===== src/rtl/next_xhat_precalc.sv =====
// -----------------------------------------------------------------------------
// next_xhat_precalc
//
// Final-reconstruction stage of the LCPLC block compressor. For every sample
// it joins three AXI-Stream inputs (raw reconstruction, prediction and the
// per-block distortion flag) and picks xhat when the flag is set, otherwise
// xtilde. The picked sample goes out on xhatout one cycle later. The design
// also accumulates the picked samples of each block of 2^BLOCK_SIZE_LOG and
// emits their mean on xhatoutmean, together with the block's last sample.
//
// Optional feature: define XHAT_MEAN_ROUND_EN to round the mean half up. When
// it is undefined the mean is the floor of the sum divided by the block size.
// The ports are the same in both builds.
//
// Ports:
//   clk                clock, all state changes on the rising edge
//   rst                asynchronous reset, active low
//   xhat_*             raw reconstructed sample stream (in)
//   xtilde_*           predicted sample stream (in)
//   d_flag_*           block distortion flag stream (in), one beat per block,
//                      1 = select xhat, 0 = select xtilde
//   xhatout_*          selected sample stream (out), one beat per sample
//   xhatoutmean_*      block mean stream (out), one beat per block
// -----------------------------------------------------------------------------
module next_xhat_precalc #(
    parameter int unsigned DATA_WIDTH     = 16,
    parameter int unsigned BLOCK_SIZE_LOG = 8
) (
    input  logic                  clk,
    input  logic                  rst,

    input  logic [DATA_WIDTH-1:0] xhat_data,
    input  logic                  xhat_valid,
    output logic                  xhat_ready,

    input  logic [DATA_WIDTH-1:0] xtilde_data,
    input  logic                  xtilde_valid,
    output logic                  xtilde_ready,

    input  logic                  d_flag_data,
    input  logic                  d_flag_valid,
    output logic                  d_flag_ready,

    output logic [DATA_WIDTH-1:0] xhatout_data,
    output logic                  xhatout_valid,
    input  logic                  xhatout_ready,

    output logic [DATA_WIDTH-1:0] xhatoutmean_data,
    output logic                  xhatoutmean_valid,
    input  logic                  xhatoutmean_ready
);

    // -------------------------------------------------------------------------
    // Widths
    // -------------------------------------------------------------------------
    localparam int unsigned CntWidth = BLOCK_SIZE_LOG;

`ifdef XHAT_MEAN_ROUND_EN
    // One spare bit so that adding the rounding constant cannot wrap.
    localparam int unsigned AccWidth = DATA_WIDTH + BLOCK_SIZE_LOG + 1;
    localparam logic [AccWidth-1:0] RoundHalf = AccWidth'(1) << (BLOCK_SIZE_LOG - 1);
`else
    localparam int unsigned AccWidth = DATA_WIDTH + BLOCK_SIZE_LOG;
`endif

    localparam logic [CntWidth-1:0] CntLast = {CntWidth{1'b1}};

    // -------------------------------------------------------------------------
    // State
    // -------------------------------------------------------------------------
    logic [CntWidth-1:0]   cnt_q,        cnt_d;
    logic [AccWidth-1:0]   acc_q,        acc_d;
    logic [DATA_WIDTH-1:0] out_data_q,   out_data_d;
    logic                  out_valid_q,  out_valid_d;
    logic [DATA_WIDTH-1:0] mean_data_q,  mean_data_d;
    logic                  mean_valid_q, mean_valid_d;

    // -------------------------------------------------------------------------
    // Handshake / join
    // -------------------------------------------------------------------------
    logic                  is_last;
    logic                  out_space;
    logic                  mean_space;
    logic                  slot_ok;
    logic                  accept;
    logic [DATA_WIDTH-1:0] sel_sample;
    logic [AccWidth-1:0]   sel_ext;
    logic [AccWidth-1:0]   block_sum;

    always_comb begin
        is_last    = (cnt_q == CntLast);
        // A register can take a new beat when it is empty or drains this cycle.
        out_space  = ~out_valid_q | xhatout_ready;
        mean_space = ~mean_valid_q | xhatoutmean_ready;
        // Only the block's last sample needs room in the mean register, which
        // leaves a whole block of slack for the mean consumer. Gating with rst
        // keeps every ready low while reset is held.
        slot_ok    = rst & out_space & (~is_last | mean_space);

        // Each ready looks at the other streams' valids but never its own.
        xhat_ready   = slot_ok & xtilde_valid & d_flag_valid;
        xtilde_ready = slot_ok & xhat_valid & d_flag_valid;
        // The flag is held for the whole block and popped with its last sample.
        d_flag_ready = slot_ok & is_last & xhat_valid & xtilde_valid;

        accept = slot_ok & xhat_valid & xtilde_valid & d_flag_valid;
    end

    // -------------------------------------------------------------------------
    // Sample selection and block sum
    // -------------------------------------------------------------------------
    always_comb begin
        sel_sample = d_flag_data ? xhat_data : xtilde_data;
        sel_ext    = AccWidth'(sel_sample);
        block_sum  = acc_q + sel_ext;
    end

    // -------------------------------------------------------------------------
    // Next-state logic
    // -------------------------------------------------------------------------
    always_comb begin
        cnt_d        = cnt_q;
        acc_d        = acc_q;
        out_data_d   = out_data_q;
        out_valid_d  = out_valid_q;
        mean_data_d  = mean_data_q;
        mean_valid_d = mean_valid_q;

        // Sample output register: load on accept, otherwise clear when drained.
        if (accept) begin
            out_data_d  = sel_sample;
            out_valid_d = 1'b1;
        end else if (xhatout_ready) begin
            out_valid_d = 1'b0;
        end

        // Mean output register drains independently of the sample register.
        if (mean_valid_q && xhatoutmean_ready) begin
            mean_valid_d = 1'b0;
        end

        if (accept) begin
            // Power-of-two block size: the counter wraps to 0 by itself.
            cnt_d = cnt_q + CntWidth'(1);
            if (is_last) begin
                acc_d        = '0;
`ifdef XHAT_MEAN_ROUND_EN
                mean_data_d  = DATA_WIDTH'((block_sum + RoundHalf) >> BLOCK_SIZE_LOG);
`else
                mean_data_d  = DATA_WIDTH'(block_sum >> BLOCK_SIZE_LOG);
`endif
                mean_valid_d = 1'b1;
            end else begin
                acc_d = block_sum;
            end
        end
    end

    // -------------------------------------------------------------------------
    // Registers
    // -------------------------------------------------------------------------
    always_ff @(posedge clk or negedge rst) begin
        if (!rst) begin
            cnt_q        <= '0;
            acc_q        <= '0;
            out_data_q   <= '0;
            out_valid_q  <= 1'b0;
            mean_data_q  <= '0;
            mean_valid_q <= 1'b0;
        end else begin
            cnt_q        <= cnt_d;
            acc_q        <= acc_d;
            out_data_q   <= out_data_d;
            out_valid_q  <= out_valid_d;
            mean_data_q  <= mean_data_d;
            mean_valid_q <= mean_valid_d;
        end
    end

    // -------------------------------------------------------------------------
    // Outputs
    // -------------------------------------------------------------------------
    always_comb begin
        xhatout_data      = out_data_q;
        xhatout_valid     = out_valid_q;
        xhatoutmean_data  = mean_data_q;
        xhatoutmean_valid = mean_valid_q;
    end

endmodule


===== config.mk =====
export PLATFORM = sky130hd
export DESIGN_NAME = next_xhat_precalc
export DESIGN_NICKNAME = d
export VERILOG_FILES = /design/src/rtl/next_xhat_precalc.sv
export SDC_FILE = /design/constraint.sdc
export NUM_CORES = 1
export LEC_CHECK = 0
export CAP_MARGIN = 20
export CORE_MARGIN = 10
export CORE_UTILIZATION = 43
export DETAILED_ROUTE_END_ITERATION = 7
export DONT_BUFFER_PORTS = 1
export SYNTH_ARGS = -nofsm -noshare
export SYNTH_HDL_FRONTEND = slang
export SYNTH_SLANG_ARGS = --single-unit
export TNS_END_PERCENT = 10

===== constraint.sdc =====
create_clock -name clk -period 4.93 [get_ports clk]
set_clock_uncertainty 0.05 [all_clocks]
set_input_delay 0.493 -clock clk [delete_from_list [all_inputs] [get_ports clk]]
set_output_delay 0.493 -clock clk [all_outputs]
set_load 0.03 [all_outputs]

# Yosys cells after proc, flatten, opt, wreduce, memory -nomap -nowiden
# Index checks and enable logic that the tools add are counted.
# Widths: inputs -> output; s select.
# op_classes
addsub	2
n_eq_ne	1
n_mux	7
n_bitwise	17
reduce_logical	3
# ops
op	count
$add 24x16->24	1
$mux 24	1
$mux 16	1
$and 1x1->1	11
$add 8x1->8 const B	1
$eq 8x8->1 const B	1
$mux 1	5
$not 1->1	3
$or 1x1->1	3
$reduce_and 2->1	1
$reduce_bool 2->1	1
$logic_and 1x1->1	1
# word_totals
regBits	66
inputBits	40
output_inout_bits	37
elab_cells	36

# Longest topological paths before layout
# Gate-level depths: netlist of run 1.
# depth
depth_word	8
mapped_depth	13
mapped_depth_nobuf	11

# Worst setup path after synthesis of run 1
# OpenSTA, ideal clock, no wires.
# synth_timing
path_kind	input to register
startpoint	in d_flag_data
endpoint	reg acc_q[22]
setup_ns	0.119
arrival_ns	3.108
t_required_ns	4.761
slack_ns	1.653
path_stages	13
n_path_buf	2
cell_sequence	clkbuf_1 > buf_1 > mux2_2 > ha_1 > inv_1 > fa_1 > nor2b_1 > o2111ai_1 > a21boi_1 > o21ai_1 > a211oi_2 > o21ai_0 > a21bo_2
# synth_between
elab_chain_cells	3
# synth_rtl
item	line	rtl
from (decl)	40	input logic d_flag_data,
$mux 16	113	sel_sample = d_flag_data ? xhat_data : xtilde_data;
via sel_sample[0]	86	logic [DATA_WIDTH-1:0] sel_sample;
$add 24x16->24	115	block_sum = acc_q + sel_ext;
$mux 24	145	if (is_last) begin
to (signal assigned)	165	acc_q <= '0;
to (signal assigned)	172	acc_q <= acc_d;
to (decl)	72	logic [AccWidth-1:0] acc_q, acc_d;
# The timed path passes the listed nets, and every way through them passes these cells.
# A chain may end at the register's enable or synchronous reset.

# Worst setup path in the final report of run 1
# layout_timing
startpoint	in d_flag_data
endpoint	reg acc_q[22]
# layout_between
elab_chain_cells	3
# layout_rtl
item	line
$mux 16	113
$add 24x16->24	115
$mux 24	145
# No other way between the ends.

==> results of run 1 <==
-- registers in the layout (all words and copies together), names as in the netlist --
signal	flops
acc_q	24
xhatout_data	16
xhatoutmean_data	16
cnt_q	8
xhatout_valid	1
xhatoutmean_valid	1
-- metal layers --
layer	global-route usage [%]	share of wire [%]
met5	0	0
met4	4.01	0.92
met3	5.67	7.1
met2	21.2	45
met1	18.9	47
-- per-stage QoR --
stage	cell area, um^2	util (%)	instances	power [mW]	hold slack [ps]
after floorplan	3790	-	390	1.45	147
after global placement	3870	44.9	484	1.60	150
after detailed placement	3870	44.9	484	1.62	150
after CTS	4130	47.8	502	2.15	306
after global routing	4130	47.8	502	2.29	311
final	4130	47.8	502	2.13	314
-- synth_stat cells, types with 2 or more instances --
| cell | count | area share [%] |
|---|---|---|
| or3_1 | 4 | 0.66 |
| nor2b_1 | 4 | 0.66 |
| and2_1 | 4 | 0.66 |
| nor4_1 | 2 | 0.33 |
| nand2b_1 | 7 | 1.2 |
| xnor2_1 | 20 | 4.6 |
| buf_2 | 5 | 0.66 |
| nor3_1 | 4 | 0.53 |
| mux2_2 | 31 | 9.2 |
| o21ai_1 | 5 | 0.66 |
| nand4_1 | 4 | 0.66 |
| and4_1 | 2 | 0.46 |
| nand2_1 | 59 | 5.8 |
| o21ai_0 | 34 | 4.5 |
| ha_1 | 17 | 5.6 |
| or2_2 | 2 | 0.33 |
| dfrtp_1 | 66 | 44 |
| nand3_1 | 10 | 1.3 |
| xor2_1 | 7 | 1.6 |
| clkbuf_1 | 11 | 1.1 |
| and3_1 | 4 | 0.66 |
| inv_1 | 7 | 0.69 |
| a21o_1 | 7 | 1.4 |
| a21bo_2 | 2 | 0.53 |
| nor2_1 | 16 | 1.6 |
| a21oi_1 | 26 | 3.4 |
| a31oi_1 | 3 | 0.50 |
| mux2i_1 | 2 | 0.53 |
-- kinds of logic after synthesis --
logic type,share of synthesized area (%)
AND/OR/NAND/NOR,15.6
AO/OA/AOI/OAI,16.1
flip-flops,43.6
multiplexers,9.75
XOR/XNOR,6.25
buffers and inverters,2.54
adder cells (fa/ha/maj),6.15
-- power groups by stage --
stage | clock [mW] | sequential, mW | combinational, mW
finish | 0.510 | 0.821 | 0.802
floorplan | 0 | 0.795 | 0.651
global placement | 0 | 0.829 | 0.771
global route | 0.546 | 0.840 | 0.903
detailed placement | 0 | 0.834 | 0.781
CTS | 0.523 | 0.824 | 0.803
-- final timing paths --
path,startpoint,endpoint,slack [ps],cells past startpoint
min,xhatoutmean_ready,xhatoutmean_valid,310,2
min in group asynchronous,rst,cnt_q[6],620,2
max reg2reg,acc_q[0],acc_q[22],2400,10
max in group asynchronous,rst,acc_q[12],3920,2
min reg2reg,cnt_q[7],cnt_q[7],430,1
max,d_flag_data,acc_q[22],2400,11
-- timing repair --
action	CTS	global route
setup buffers	0	0
hold buffers	2	0
hold endpoints to repair	66	0
-- cell type report --
cell class / count / area share, %
Clock buffer: 11 / 3.42
Clock inverter: 5 / 1.88
Tap cell: 108 / 3.27
Multi-Input combinational cell: 300 / 49.3
Sequential cell: 66 / 40.0
Timing Repair Buffer: 5 / 1.45
Inverter: 7 / 0.636
-- critical path: cells and delay by family --
family / cells / cell delay (ps)
multiplexers: 1 / 220
AND/OR/NAND/NOR: 1 / 160
adder cells (fa/ha/maj): 2 / 560
buffers and inverters: 1 / 50
AO/OA/AOI/OAI: 6 / 1240
==> flow_summary.ini, run 1 <==
[logic_synthesis]
synth_nets = 448
synth_cells = 390
synthArstFlopShare_pct = 100
syn_area_um2 = 3790
yosysWarnings = 0
synth_ff_type = dfrtp_1
ys_seq_area_share_pct = 43.6
ys_types = 53
postSynthAreaPerCell_um2 = 9.71
synth-edff-count = 0
ys_seq_elements = 66

[timing]
fin_crit_sh_pct = 51.4
relSlewSlack_pct = 31.8
final_max_slew_viol_count = 0
worst_slack_ps = 2400
min_period_ps = 2530
setup_viol = 0
finalHoldViolations = 0
final.setup.tns_ps = 0
worst_slew_pin_slew_ps = 1020
rsz0062_at_grt = no
fmax_mhz = 395

[route]
wire_per_inst_um = 18.2
dr_total_vias = 2822
dr.first_iter.drc_count = 149
ant_nets = 0
vias_per_cell = 5.62
drc = 0
dr.pass1.iters = 4
routed_wl_um = 9130

[die]
ios = 77
die_h_um = 114
die_w_um = 114
start_util_pct = 43.8
dieArea_um2 = 13000
row_count = 34
coreArea_um2 = 8640

[cells_and_area]
multi_input_area_um2 = 2040
fillers = 838
mostFrequentLayoutCells = dfrtp_1, nand2_1, o21ai_0
regArea_um2 = 1650
nets = 447
drive_gt1_share_pct = 16.0
syn_to_final_growth_pct = 9.09
layout_commonest_cell = dfrtp_1
antennaDiodeCount = 0

[global_route]
grt_max_degree = 67
grt_pass1_wl_um = 15000
grt_pass1_vias = 2817
gr-total-overflow = 0
grt_usage_pct = 14.3
grt_antenna_before_repair = 0

[pwr]
p_per_area_nw_per_um2 = 516
p_seq_share_pct = 38.5
clockPowerShare_pct = 23.9
p_int_mw = 1.29
p_sw_mw = 0.841
leakagePower_nw = 1.83
ir_worst_vdd_uv = 204
swShare_pct = 39.4
pwr-share-comb_pct = 37.6

[setup_path]
crit_path_end_kind = flip-flop
required_ps = 5120
critPathLaunchType = input port
cp_slowest_cell = fa_1
path_max_fanout = 16
crit_type = in -> reg
cp_cell_sequence = mux2_2 > ha_1 > inv_1 > fa_1 > nor2b_1 > o2111ai_1 > a21boi_1 > o21ai_1 > a211oi_2 > o21ai_0 > a21bo_2
cp_slowest_stage_delay_ps = 400
cp_data_arrival_time_ps = 2720

[job]
drv_cap = 0

[cts]
ctsResizeCount = 0
clock_path_buffers = 2
clockRootBuffer = clkbuf_8
cts_tree = yes
clk_pin_slew_worst_paths_ps = 80
clock_sinks = 66
cts_buffers = 9
clock_latency_ps = 350
htree_levels = 3

[placed_design]
dp_hpwl_um = 6710
dp_slack_ps = 2040
gp_congestion = 0.884
portBuffers = 0

[hold_path]
hp-class = in -> reg

[status]
status = complete, no violations
Note: power is estimated with default switching activity, not from simulation.
==> run 2: changes to the inputs <==
==> constraint.sdc (replaced) <==
create_clock -name clk -period 2.3 [get_ports clk]
set_clock_uncertainty 0.05 [all_clocks]
set_input_delay 0.23 -clock clk [delete_from_list [all_inputs] [get_ports clk]]
set_output_delay 0.23 -clock clk [all_outputs]
set_load 0.03 [all_outputs]
==> run 2 against run 1 <==
  * Critical endpoint unchanged
  * Non-clock buffer count is 30 higher
  * Cell area grew 8.5%
  * Count of clock-buffer cells in the layout rose by 2
  * Die area unchanged
  * The flow now finishes with violations (setup timing)
  * Critical path depth is 1 lower
  * Via count rose by 3.5%
  * Clock power is 100% higher
  * Register-to-register slack lost 2400 ps
  * Core utilization is 4.1 points higher
  * Sequential power up 120%
  * First-iteration DRC count is 29% lower
  * Sequential share of layout area is 3.1 points lower
==> flow_summary.ini, run 2 (same netlist as run 1, synthesis figures left out) <==
[status]
status = finished, violations left
violations = setup timing

[cells_and_area]
drive_gt1_share_pct = 26.7
finalInstanceArea_um2 = 4480
post-route-util_pct = 51.9
final_cells = 531
nets = 477
largest_reg_flops = 24
regMostFlops = acc_q
antennaDiodeCount = 0
syn_to_final_growth_pct = 18.4
layout_commonest_cell = dfrtp_1
mostFrequentLayoutCells = dfrtp_1, nand2_1, buf_4

[setup_path]
worstSetupStartpoint = acc_q[0]
r2r-end = acc_q[22]
required_ps = 2480
reg2reg_depth = 10
endpoint = acc_q[22]
cp_slowest_cell = dfrtp_1
path_max_fanout = 3
crit_type = reg -> reg
critPathLaunchType = flip-flop
r2r_setup_slack_ps = -40
cp_data_arrival_time_ps = 2530
crit_path_end_kind = flip-flop
cp_slowest_stage_delay_ps = 400
r2r_start = acc_q[0]
cp_cell_sequence = ha_4 > inv_2 > fa_2 > nor2b_2 > o2111ai_2 > a21boi_2 > o21ai_2 > a211oi_2 > o21ai_1 > a21bo_2

[cts]
clock_latency_ps = 350
clock_sinks = 66
clock_path_buffers = 2
clockRootBuffer = clkbuf_8
cts_tree = yes
htree_levels = 3
clk_pin_slew_worst_paths_ps = 80
cts_setup_buffers = 0
cts_buffers = 9

[hold_path]
hp-class = in -> reg
worstHoldStart = xhatoutmean_ready

[timing]
final_max_slew_viol_count = 0
rsz0062_at_grt = yes
min_period_ps = 2340
setup_viol = 3
fin_hold_ws_ps = 55.0
finalHoldViolations = 0
final.setup.tns_ps = -66.4
fmax_mhz = 426
worst_slack_ps = -45.0
relSlewSlack_pct = 60.0
worst_slew_pin_slew_ps = 594
fin_crit_sh_pct = 102

[global_route]
grt_max_degree = 67
gr-total-overflow = 0
grt_antenna_before_repair = 0
grt_pass1_wl_um = 15700
grt_usage_pct = 14.7
grt_pass1_vias = 3098

[pwr]
p_seq_share_pct = 35.6
ir_worst_vdd_uv = 494
p_per_area_nw_per_um2 = 1110
total_power_mw = 4.97
pwr-share-comb_pct = 43.8
leakagePower_nw = 1.97
p_sw_mw = 1.93
swShare_pct = 38.8
clockPowerShare_pct = 20.6
p_int_mw = 3.04

[die]
ios = 77
dieArea_um2 = 13000
start_util_pct = 43.8
row_count = 34
coreArea_um2 = 8640
die_h_um = 114
die_w_um = 114

[route]
ant_nets = 0
drc = 0
wire_per_inst_um = 17.7
routed_wl_um = 9380
vias_per_cell = 5.50
dr_total_vias = 2922
dr.pass1.iters = 5
dr.first_iter.drc_count = 106

[placed_design]
dp_hpwl_um = 7030
dp_slack_ps = -311
dp.cells = 514
portBuffers = 0
place_area_um2 = 4180
gp_congestion = 0.858

[job]
drv_cap = 0
==> run 2: critical path, delay by kind of cell, from the launching register on <==
family,cells,cell delay (ps)
AOI/OAI and AO/OA,6,1100
adders and majority gates,2,500
buffers and inverters,1,30
DFF,1,400
and+or+nand+nor,1,140
==> run 2: power groups by stage <==
stage | logic [mW] | clock network (mW) | registers (mW)
final | 2.18 | 1.03 | 1.77
after detailed placement | 2.03 | 0 | 1.79
after global routing | 2.43 | 1.11 | 1.81
after global placement | 1.99 | 0 | 1.78
after floorplan | 1.48 | 0 | 1.72
after CTS | 2.10 | 1.05 | 1.77
==> run 2: final cells by class <==
cell class,count,area [um^2]
inverter,7,26.3
tap,108,135
timing repair buffer,35,285
sequential,66,1650
multi-input combinational,300,2180
fill,802,4150
clock inverter,2,35.0
clock buffer,13,169
==> run 2: timing repair <==
action	4_1_cts	5_1_grt
gates resized for setup	4	12
endpoints found under the hold margin	66	0
pin swaps	5	3
endpoints found under the setup margin	11	21
hold buffers	2	0
==> run 2: worst min path at each step <==
stage / to / cells past startpoint
2_1_floorplan: acc_q[0] / 0
3_3_place_gp: cnt_q[7] / 0
3_5_place_dp: cnt_q[6] / 0
4_1_cts: xhatoutmean_valid / 2
5_1_grt: xhatoutmean_valid / 2
6_report: xhatoutmean_valid / 2
==> run 2: per-layer routing <==
layer  GRT usage (%)  vias to the layer above  routed length, um
li1                -                     1427                  -
met1            18.4                     1431               4240
met2            23.7                       56               4390
met3            5.09                        8                674
met4            3.84                        0                 74
met5               0                        -                  0
